### config.mk
export PLATFORM = sky130hd
export DESIGN_NAME = crack_scheduler_flat
export DESIGN_NICKNAME = d
export VERILOG_FILES = /design/src/rtl/crack_scheduler_if.sv /design/src/rtl/crack_scheduler.sv /design/src/flat_wrapper.sv
export SDC_FILE = /design/constraint.sdc
export NUM_CORES = 1
export LEC_CHECK = 0
export BUFFER_PORTS_ARGS = -buffer_cell sky130_fd_sc_hd__buf_2
export CAP_MARGIN = 30
export CORE_ASPECT_RATIO = 1.2
export CORE_UTILIZATION = 40
export DETAILED_ROUTE_END_ITERATION = 7
export PLACE_DENSITY_LB_ADDON = 0.2
export SLEW_MARGIN = 40
export SYNTH_ARGS = -nofsm -noshare
export SYNTH_HDL_FRONTEND = slang
export SYNTH_SLANG_ARGS = --single-unit
### constraint.sdc
create_clock -name clk -period 1.82 [get_ports clk]
set_clock_uncertainty 0.05 [all_clocks]
set_input_delay 0.091 -clock clk [delete_from_list [all_inputs] [get_ports clk]]
set_output_delay 0.091 -clock clk [all_outputs]
set_load 0.02 [all_outputs]
### src/rtl/crack_scheduler_if.sv
// crack_scheduler_if: host start/result and crack-core dispatch bundle.
// master = scheduler side, slave = host plus crack cores.
interface crack_scheduler_if #(
  parameter int NCORES = 2,
  parameter int KEY_W  = 24
);
  logic                    en;
  logic                    rdy;
  logic [KEY_W-1:0]        key;
  logic                    key_valid;
  logic [NCORES-1:0]       core_en;
  logic [NCORES*KEY_W-1:0] core_start_key;
  logic [NCORES*KEY_W-1:0] core_end_key;
  logic [NCORES-1:0]       core_abort;
  logic [NCORES-1:0]       core_rdy;
  logic [NCORES*KEY_W-1:0] core_key;
  logic [NCORES-1:0]       core_key_valid;

  modport master (
    input  en,
    output rdy, key, key_valid,
    output core_en, core_start_key,
    output core_end_key, core_abort,
    input  core_rdy, core_key,
    input  core_key_valid
  );

  modport slave (
    output en,
    input  rdy, key, key_valid,
    input  core_en, core_start_key,
    input  core_end_key, core_abort,
    output core_rdy, core_key,
    output core_key_valid
  );
endinterface

### src/rtl/crack_scheduler.sv
// crack_scheduler: splits the ARC4 key space into chunks for crack cores.
// Option CRACK_SCHED_ROUNDROBIN_EN: rotating dispatch pointer.
module crack_scheduler #(
  parameter int NCORES     = 2,
  parameter int KEY_W      = 24,
  parameter int CHUNK_LOG2 = 16
) (
  input logic clk,
  input logic reset,
  crack_scheduler_if.master bus
);
  localparam int CW = KEY_W - CHUNK_LOG2;
  localparam int IW = (NCORES > 1) ? $clog2(NCORES) : 1;

  typedef enum logic [1:0] {
    IDLE, RUN, ABORT, DONE
  } state_t;

  state_t state, state_nxt;

  logic [CW-1:0]     chunk;
  logic              exhausted;
  logic [NCORES-1:0] busy;
  logic [NCORES-1:0] guard;
  logic [NCORES-1:0] cmp;
  logic [NCORES-1:0] hit;
  logic [NCORES-1:0] disp_mask;
  logic              any_hit;
  logic              disp;
  logic [IW-1:0]     disp_idx;
  logic [KEY_W-1:0]  hit_key;
  logic              all_rdy;
  logic              abort_done;

`ifdef CRACK_SCHED_ROUNDROBIN_EN
  logic [IW-1:0] ptr;
  logic [IW-1:0] rr_j;
`endif

  // guard masks the stale core_rdy seen while core_en is in flight
  assign cmp        = busy & bus.core_rdy & ~guard;
  assign hit        = cmp & bus.core_key_valid;
  assign any_hit    = (state == RUN) && (|hit);
  assign all_rdy    = &bus.core_rdy;
  assign abort_done = all_rdy && (bus.core_abort == '0);
  assign disp_mask  = disp ? (NCORES'(1) << disp_idx) : '0;

  // lowest-index valid completion wins
  always_comb begin
    hit_key = '0;
    for (int i = NCORES - 1; i >= 0; i--) begin
      if (hit[i]) hit_key = bus.core_key[i*KEY_W +: KEY_W];
    end
  end

  // pick at most one idle core to receive the next chunk
  always_comb begin
    disp     = 1'b0;
    disp_idx = '0;
`ifdef CRACK_SCHED_ROUNDROBIN_EN
    rr_j     = '0;
    for (int k = 0; k < NCORES; k++) begin
      rr_j = IW'((int'(ptr) + k) % NCORES);
      if (!disp && !busy[rr_j]) begin
        disp     = 1'b1;
        disp_idx = rr_j;
      end
    end
`else
    for (int i = 0; i < NCORES; i++) begin
      if (!disp && !busy[i]) begin
        disp     = 1'b1;
        disp_idx = IW'(i);
      end
    end
`endif
    if (state != RUN || exhausted || any_hit)
      disp = 1'b0;
  end

  // state register
  always_ff @(posedge clk or negedge reset) begin
    if (!reset) state <= IDLE;
    else        state <= state_nxt;
  end

  // next-state decode
  always_comb begin
    state_nxt = state;
    unique case (state)
      IDLE, DONE: begin
        if (bus.en) state_nxt = RUN;
      end
      RUN: begin
        if (any_hit)
          state_nxt = ABORT;
        else if (exhausted && busy == '0)
          state_nxt = DONE;
      end
      ABORT: begin
        if (abort_done) state_nxt = DONE;
      end
    endcase
  end

  // idle/result-available flag
  always_comb begin
    bus.rdy = (state == IDLE) || (state == DONE);
  end

  // chunk dispatch, completion tracking and result capture
  always_ff @(posedge clk or negedge reset) begin
    if (!reset) begin
      chunk              <= '0;
      exhausted          <= 1'b0;
      busy               <= '0;
      guard              <= '0;
      bus.key            <= '0;
      bus.key_valid      <= 1'b0;
      bus.core_en        <= '0;
      bus.core_abort     <= '0;
      bus.core_start_key <= '0;
      bus.core_end_key   <= '0;
`ifdef CRACK_SCHED_ROUNDROBIN_EN
      ptr                <= '0;
`endif
    end else begin
      bus.core_en    <= '0;
      bus.core_abort <= '0;
      guard          <= '0;
      unique case (state)
        IDLE, DONE: begin
          if (bus.en) begin
            chunk         <= '0;
            exhausted     <= 1'b0;
            bus.key       <= '0;
            bus.key_valid <= 1'b0;
          end
        end
        RUN: begin
          if (any_hit) begin
            bus.key        <= hit_key;
            bus.key_valid  <= 1'b1;
            busy           <= busy & ~cmp;
            bus.core_abort <= busy & ~cmp;
          end else begin
            busy        <= (busy & ~cmp) | disp_mask;
            guard       <= disp_mask;
            bus.core_en <= disp_mask;
            for (int i = 0; i < NCORES; i++) begin
              if (disp_mask[i]) begin
                bus.core_start_key[i*KEY_W +: KEY_W] <=
                  {chunk, {CHUNK_LOG2{1'b0}}};
                bus.core_end_key[i*KEY_W +: KEY_W] <=
                  {chunk, {CHUNK_LOG2{1'b1}}};
              end
            end
            if (disp) begin
              chunk <= chunk + 1'b1;
              if (chunk == '1) exhausted <= 1'b1;
`ifdef CRACK_SCHED_ROUNDROBIN_EN
              ptr <= (disp_idx == IW'(NCORES - 1)) ?
                     '0 : disp_idx + 1'b1;
`endif
            end
          end
        end
        ABORT: begin
          if (abort_done) busy <= '0;
        end
      endcase
    end
  end
endmodule

### src/flat_wrapper.sv
// flat-port wrapper written by rule: the top's interface ports become plain ports
module crack_scheduler_flat 
#(
  parameter int NCORES     = 2,
  parameter int KEY_W      = 24,
  parameter int CHUNK_LOG2 = 16
)
  (clk, reset, bus_en, bus_rdy, bus_key, bus_key_valid, bus_core_en, bus_core_start_key, bus_core_end_key, bus_core_abort, bus_core_rdy, bus_core_key, bus_core_key_valid);
  crack_scheduler_if #(.NCORES(NCORES), .KEY_W(KEY_W)) bus_i ();
  input logic clk;
  input logic reset;
  input wire logic [$bits(bus_i.en)-1:0] bus_en;
  output wire logic [$bits(bus_i.rdy)-1:0] bus_rdy;
  output wire logic [$bits(bus_i.key)-1:0] bus_key;
  output wire logic [$bits(bus_i.key_valid)-1:0] bus_key_valid;
  output wire logic [$bits(bus_i.core_en)-1:0] bus_core_en;
  output wire logic [$bits(bus_i.core_start_key)-1:0] bus_core_start_key;
  output wire logic [$bits(bus_i.core_end_key)-1:0] bus_core_end_key;
  output wire logic [$bits(bus_i.core_abort)-1:0] bus_core_abort;
  input wire logic [$bits(bus_i.core_rdy)-1:0] bus_core_rdy;
  input wire logic [$bits(bus_i.core_key)-1:0] bus_core_key;
  input wire logic [$bits(bus_i.core_key_valid)-1:0] bus_core_key_valid;
  assign bus_i.en = bus_en;
  assign bus_rdy = bus_i.rdy;
  assign bus_key = bus_i.key;
  assign bus_key_valid = bus_i.key_valid;
  assign bus_core_en = bus_i.core_en;
  assign bus_core_start_key = bus_i.core_start_key;
  assign bus_core_end_key = bus_i.core_end_key;
  assign bus_core_abort = bus_i.core_abort;
  assign bus_i.core_rdy = bus_core_rdy;
  assign bus_i.core_key = bus_core_key;
  assign bus_i.core_key_valid = bus_core_key_valid;
  crack_scheduler #(.NCORES(NCORES), .KEY_W(KEY_W), .CHUNK_LOG2(CHUNK_LOG2)) u_core (.clk(clk), .reset(reset), .bus(bus_i));
endmodule
Word-level counts from Yosys, hierarchy flattened
Index checks and enable logic that the tools add are counted.

Shift-type cells: 1. Multiplexer cells: 33. Equal/unequal tests: 12. Add/subtract/negate cells: 1. Bitwise gates (word level): 8. Reduce and logical (&&, ||, !) cells: 23.

Operators with widths (count): two-way mux 24 bit (4); one-hot mux 24 bit (2 select lines) (1); two-way mux 8 bit (3); two-way mux 2 bit (11); one-hot mux 8 bit (2 select lines) (1); AND reduction 3 bit (4); two-way mux 1 bit (9); adder 8 x 1 -> 8 bit, second input constant (1); AND 2 bit (4); equality test 8 bit, second input constant (1); != test 2 x 1 -> 1 bit, second input constant (4); logical NOT 2 bit (3); != test 2 bit, second input constant (3); one-hot mux 2 bit (3 select lines) (1); AND reduction 5 bit (1); equality test 2 bit, second input constant (2); logical AND 1 bit (4); inverter 2 bit (2); one-hot mux 1 bit (2 select lines) (2); one-hot mux 2 bit (2 select lines) (1); AND reduction 2 bit (2); AND reduction 4 bit (1); nonzero test 2 bit (2); OR reduction 2 bit (2); other kinds (7) (9).

Flip-flop bits (word level): 106. Word-level logic and storage cells: 90.

Depth between registers and ports, before layout
Depth after elaboration: 11. Depth in mapped cells: 8.

Worst setup path after synthesis
No wires, ideal clock.

Kind: register to register. From: register u_core.state[0]. To: register u_core.bus.key[0]. Required time: 1692 ps. Stages on the path, launching flop included: 8. Buffers on the path: 2. Library setup time: 78 ps. Slack: -223 ps. Data arrival time: 1915 ps. Period minus slack after synthesis: 2043 ps. Cell sequence: dfrtp_1 -> inv_1 -> ha_1 -> mux2i_1 -> or2b_1 -> clkbuf_1 -> clkbuf_1 -> o2bb2ai_1.

Cells in the longest elaborated chain, start to end: 4. Elaborated cells on any way between the ends: 10.

RTL lines: start: declaration (RTL line crack_scheduler.sv:19) `state_t state, state_nxt;`; start signal: assignment (RTL line crack_scheduler.sv:84) `else state <= state_nxt;`; equality test 2 bit (tied with other cells) (RTL line crack_scheduler.sv:131) `unique case (state)`; OR reduction 2 bit or logical AND 1 bit (tied branches) (RTL line crack_scheduler.sv:131, crack_scheduler.sv:43); != test 2 bit (no source line) (tied with other cells); AND reduction 3 bit (no source line); end signal: assignment (RTL line crack_scheduler.sv:142) `bus.key <= hit_key;`; end: declaration (RTL line crack_scheduler_if.sv:21) `output rdy, key, key_valid,`.

Several ways; a longest one is shown, not always the timed one. A chain may end at the register's enable or synchronous reset.

Worst setup path after layout
From: register u_core.state[0]. To: register u_core.bus.core_end_key[41].

Cells in the longest elaborated chain, start to end: 6. Elaborated cells on any way between the ends: 9.

RTL lines: != test 2 x 1 -> 1 bit or equality test 2 x 1 -> 1 bit (tied branches) (RTL line crack_scheduler.sv:77, crack_scheduler.sv:43, crack_scheduler.sv:131); logical OR 1 bit or logical AND 1 bit (tied branches) (RTL line crack_scheduler.sv:77, crack_scheduler.sv:43); logical OR 1 bit (RTL line crack_scheduler.sv:77) `if (state != RUN || exhausted || any_hit)`; two-way mux 1 bit (RTL line crack_scheduler.sv:77); two-way mux 2 bit (RTL line crack_scheduler.sv:46) `assign disp_mask = disp ? (NCORES'(1) << disp_idx) : '0;`; AND reduction 3 bit (no source line) *; end signal: indexed assignment (RTL line crack_scheduler.sv:154) `bus.core_end_key[i*KEY_W +: KEY_W] <=`; end: declaration (RTL line crack_scheduler_if.sv:23) `output core_end_key, core_abort,`.

Mark *: on every way between the ends. The rest lies on a longest branch, timed or not.

==> results.json <==
{
  "regArea_um2": 1500,
  "clock_power_share_pct": 23.6,
  "hold_slack_ps": 11.1,
  "placed_cells": 533,
  "route.vias.total": 2826,
  "area.growth.synth_to_final_pct": 36.3,
  "grt-ovfl-total": 0,
  "violations": "negative setup slack",
  "netlist_instances": 313,
  "io_pins": 181,
  "core-area_um2": 8150,
  "holdCritPathClass": "in -> reg",
  "cap_violations": 0,
  "async_flop_share_pct": 100,
  "clock.fmax_ghz": 0.546,
  "ant_nets": 0,
  "dieArea_um2": 8830,
  "fin_area_um2": 4610,
  "ys_ff_latch": 60,
  "dpl_worst_slack_ps": -61.1,
  "drt_wl_total_um": 8020,
  "worst_slack_ps": -10.3,
  "p_sw_uw": 2150,
  "r2r-start": "u_core.state[0]$_DFFE_PN0P_",
  "cp_max_fo": 4,
  "drc_errors": 0,
  "intPower_uw": 3390,
  "end_kind": "flop",
  "dp_hpwl_um": 5260,
  "clock-sinks": 60,
  "pwr-share-comb_pct": 46.2,
  "yosysWarnings": 0,
  "seq_area_frac_synth_pct": 44.4,
  "seq_power_share_pct": 30.2,
  "min_period_over_period_pct": 101,
  "path_class": "reg -> reg",
  "total_leakage_power_uw": 0.00243,
  "power_uw": 5540,
  "crit_slowest_cell": "or4b_4",
  "power_density_nw_per_um2": 1200,
  "start_kind": "flop",
  "cts_buffer_depth": 2,
  "insertion_delay_ps": 340,
  "slowest_delay_ps": 520,
  "grt_first_pass_wirelength_um": 12400,
  "antenna_cells": 0,
  "rsz0062_at_grt": "true",
  "min_period_ps": 1830,
  "portBuffers": 148,
  "switching_share_pct": 38.9,
  "path_cells": "ha_4, nand3_4, or4b_4, buf_6, mux2_4",
  "grt_max_degree": 26,
  "placementRows": 36,
  "drive_gt1_share_pct": 46.3,
  "place.gp.congestion": 0.812,
  "cp.arrival_ps": 2000,
  "hold_start": "bus_core_key[27]",
  "final_cells": 591,
  "worst_ir_drop_vdd_mv": 0.644,
  "setup_violations": 7,
  "dpl-instance-area_um2": 3930,
  "synthFlopType": "dfrtp_1",
  "final_hold_viol_count": 0,
  "antenna_found_initial": 0,
  "htreeDepth": 3,
  "fillCellCount": 707,
  "start_util_pct": 41.5,
  "clkSlewWorstSetupHoldPaths_ps": 60,
  "drtIter0Drc": 154,
  "synth_area_um2": 3380,
  "synth.distinct_cells": 47,
  "synth-edff-count": 0,
  "first_global_vias": 2571,
  "nNetsFinal": 530,
  "multi_input_area_um2": 1380,
  "chipWidth_um": 86.0,
  "status": "complete, but fails checks",
  "cts_tree": "done",
  "wl_per_cell_um": 13.6,
  "cts-root-buf": "clkbuf_8",
  "crit_required_ps": 1990,
  "vias_per_cell": 4.78,
  "drv_slew": 0,
  "crit_path_start": "u_core.state[0]$_DFFE_PN0P_",
  "fp.dieH_um": 103,
  "gr-usage-all-layers_pct": 18.4,
  "firstDrtPassIters": 5,
  "avgSynthCellArea_um2": 10.8,
  "cts_buffers": 9
}
## final cells by class
| class | instances | share of cell area, % |
|---|---|---|
| multi-input cells | 186 | 30.0 |
| repair buffers | 209 | 29.2 |
| inverters | 6 | 0.488 |
| clock inverters | 5 | 1.63 |
| flip-flops and latches | 60 | 32.5 |
| well taps | 114 | 3.09 |
| clock buffers | 11 | 3.06 |
## final timing paths
| kind | depth (start not counted) | slack (ps) | end |
|---|---|---|---|
| setup / recovery | 5 | -10 | u_core.bus.core_end_key[41]$_DFFE_PN0P_ |
| max in group asynchronous | 3 | 930 | u_core.bus.key[8]$_DFFE_PN0P_ |
| min in group asynchronous | 2 | 190 | u_core.bus.core_abort[0]$_DFF_PN0_ |
| hold / removal | 3 | 10 | u_core.bus.key[3]$_DFFE_PN0P_ |
| setup reg to reg | 5 | -10 | u_core.bus.core_end_key[41]$_DFFE_PN0P_ |
| hold reg to reg | 1 | 440 | u_core.bus.key[15]$_DFFE_PN0P_ |
## sequential cells by signal, summed over array words and instances (netlist names)
| register | cells |
|---|---|
| u_core.bus.core_abort | 2 |
| u_core.bus.core_en | 2 |
| u_core.bus.core_end_key | 16 |
| u_core.bus.core_start_key | 2 |
| u_core.bus.key | 24 |
| u_core.bus.key_valid | 1 |
| u_core.busy | 2 |
| u_core.chunk | 8 |
| u_core.exhausted | 1 |
| u_core.state | 2 |
## worst max-delay path: cells and delay by family (launching register included)
kind,cells,cell delay (ps)
fa+ha+maj,1,190
buf+inv,1,160
flops,1,440
mux,1,290
simple gates,2,590
## layout by cell type, fill, tap and decap left out, types with 3 or more instances in the layout
cell type	n
buf_2	148
dfrtp_1	60
dlygate4sd3_1	34
conb_1	32
o2bb2ai_1	25
a22oi_1	24
buf_4	19
nand2_1	12
clkbuf_8	10
nor2_1	8
mux2_2	8
a21oi_1	7
mux2_4	7
o21ai_0	7
inv_1	4
nand2b_1	4
buf_12	4
buf_6	4
nand3_1	3
nand4_1	3
o31ai_1	3
a31oi_1	3
clkinv_2	3
## routing by layer
| layer | GRT usage, % | share of wire, % | up-vias |
|---|---|---|---|
| met1 | 22.2 | 42 | 1312 |
| li1 | - | - | 1343 |
| met4 | 9.36 | 1.8 | 0 |
| met5 | 0 | 0 | - |
| met3 | 5.04 | 7.4 | 14 |
| met2 | 30.5 | 48 | 157 |
## power by group through the flow
stage | Sequential, µW | Combinational, µW | Clock [µW]
after detailed placement | 1690 | 2270 | 0
after CTS | 1680 | 2420 | 1350
after global placement | 1680 | 2260 | 0
final | 1670 | 2560 | 1310
after global routing | 1710 | 2780 | 1400
after floorplan | 1820 | 1590 | 0
## cell usage after synthesis (4+ instances only)
library cell	n	area [µm²]
a22oi_1	24	180
mux2_2	8	90.1
nand2b_1	4	25.0
dfrtp_1	60	1500
buf_2	4	20.0
nor2_1	8	30.0
o2bb2ai_1	25	219
inv_1	6	22.5
nand2_1	12	45.0
clkbuf_1	8	30.0
mux2_4	7	105
o21ai_0	7	35.0
a21oi_1	8	40.0
buf_4	79	593
## stage by stage
step,setup TNS [ps],util [%]
6_report,-49.2,56.6
5_1_grt,-769,56.6
4_1_cts,-173,55.9
3_5_place_dp,-279,48.1
3_3_place_gp,0,48.1
2_1_floorplan,-1820,-
## logic make-up after synthesis
logic type,share of synthesized area (%)
adders and majority gates,1.11
AOI/OAI and AO/OA,18.6
muxes,6.36
DFF,44.4
and+or+nand+nor,9.46
other,0.111
buffers and inverters,20.0
## what timing repair did
action,CTS,global route
gates resized for setup,9,7
hold buffers,34,0
pin swaps,3,1
endpoints found under the setup margin,13,42
buffers inserted,6,2
hold endpoints to repair,61,0
gates cloned,0,0
Power figures use the tool's default switching activity.
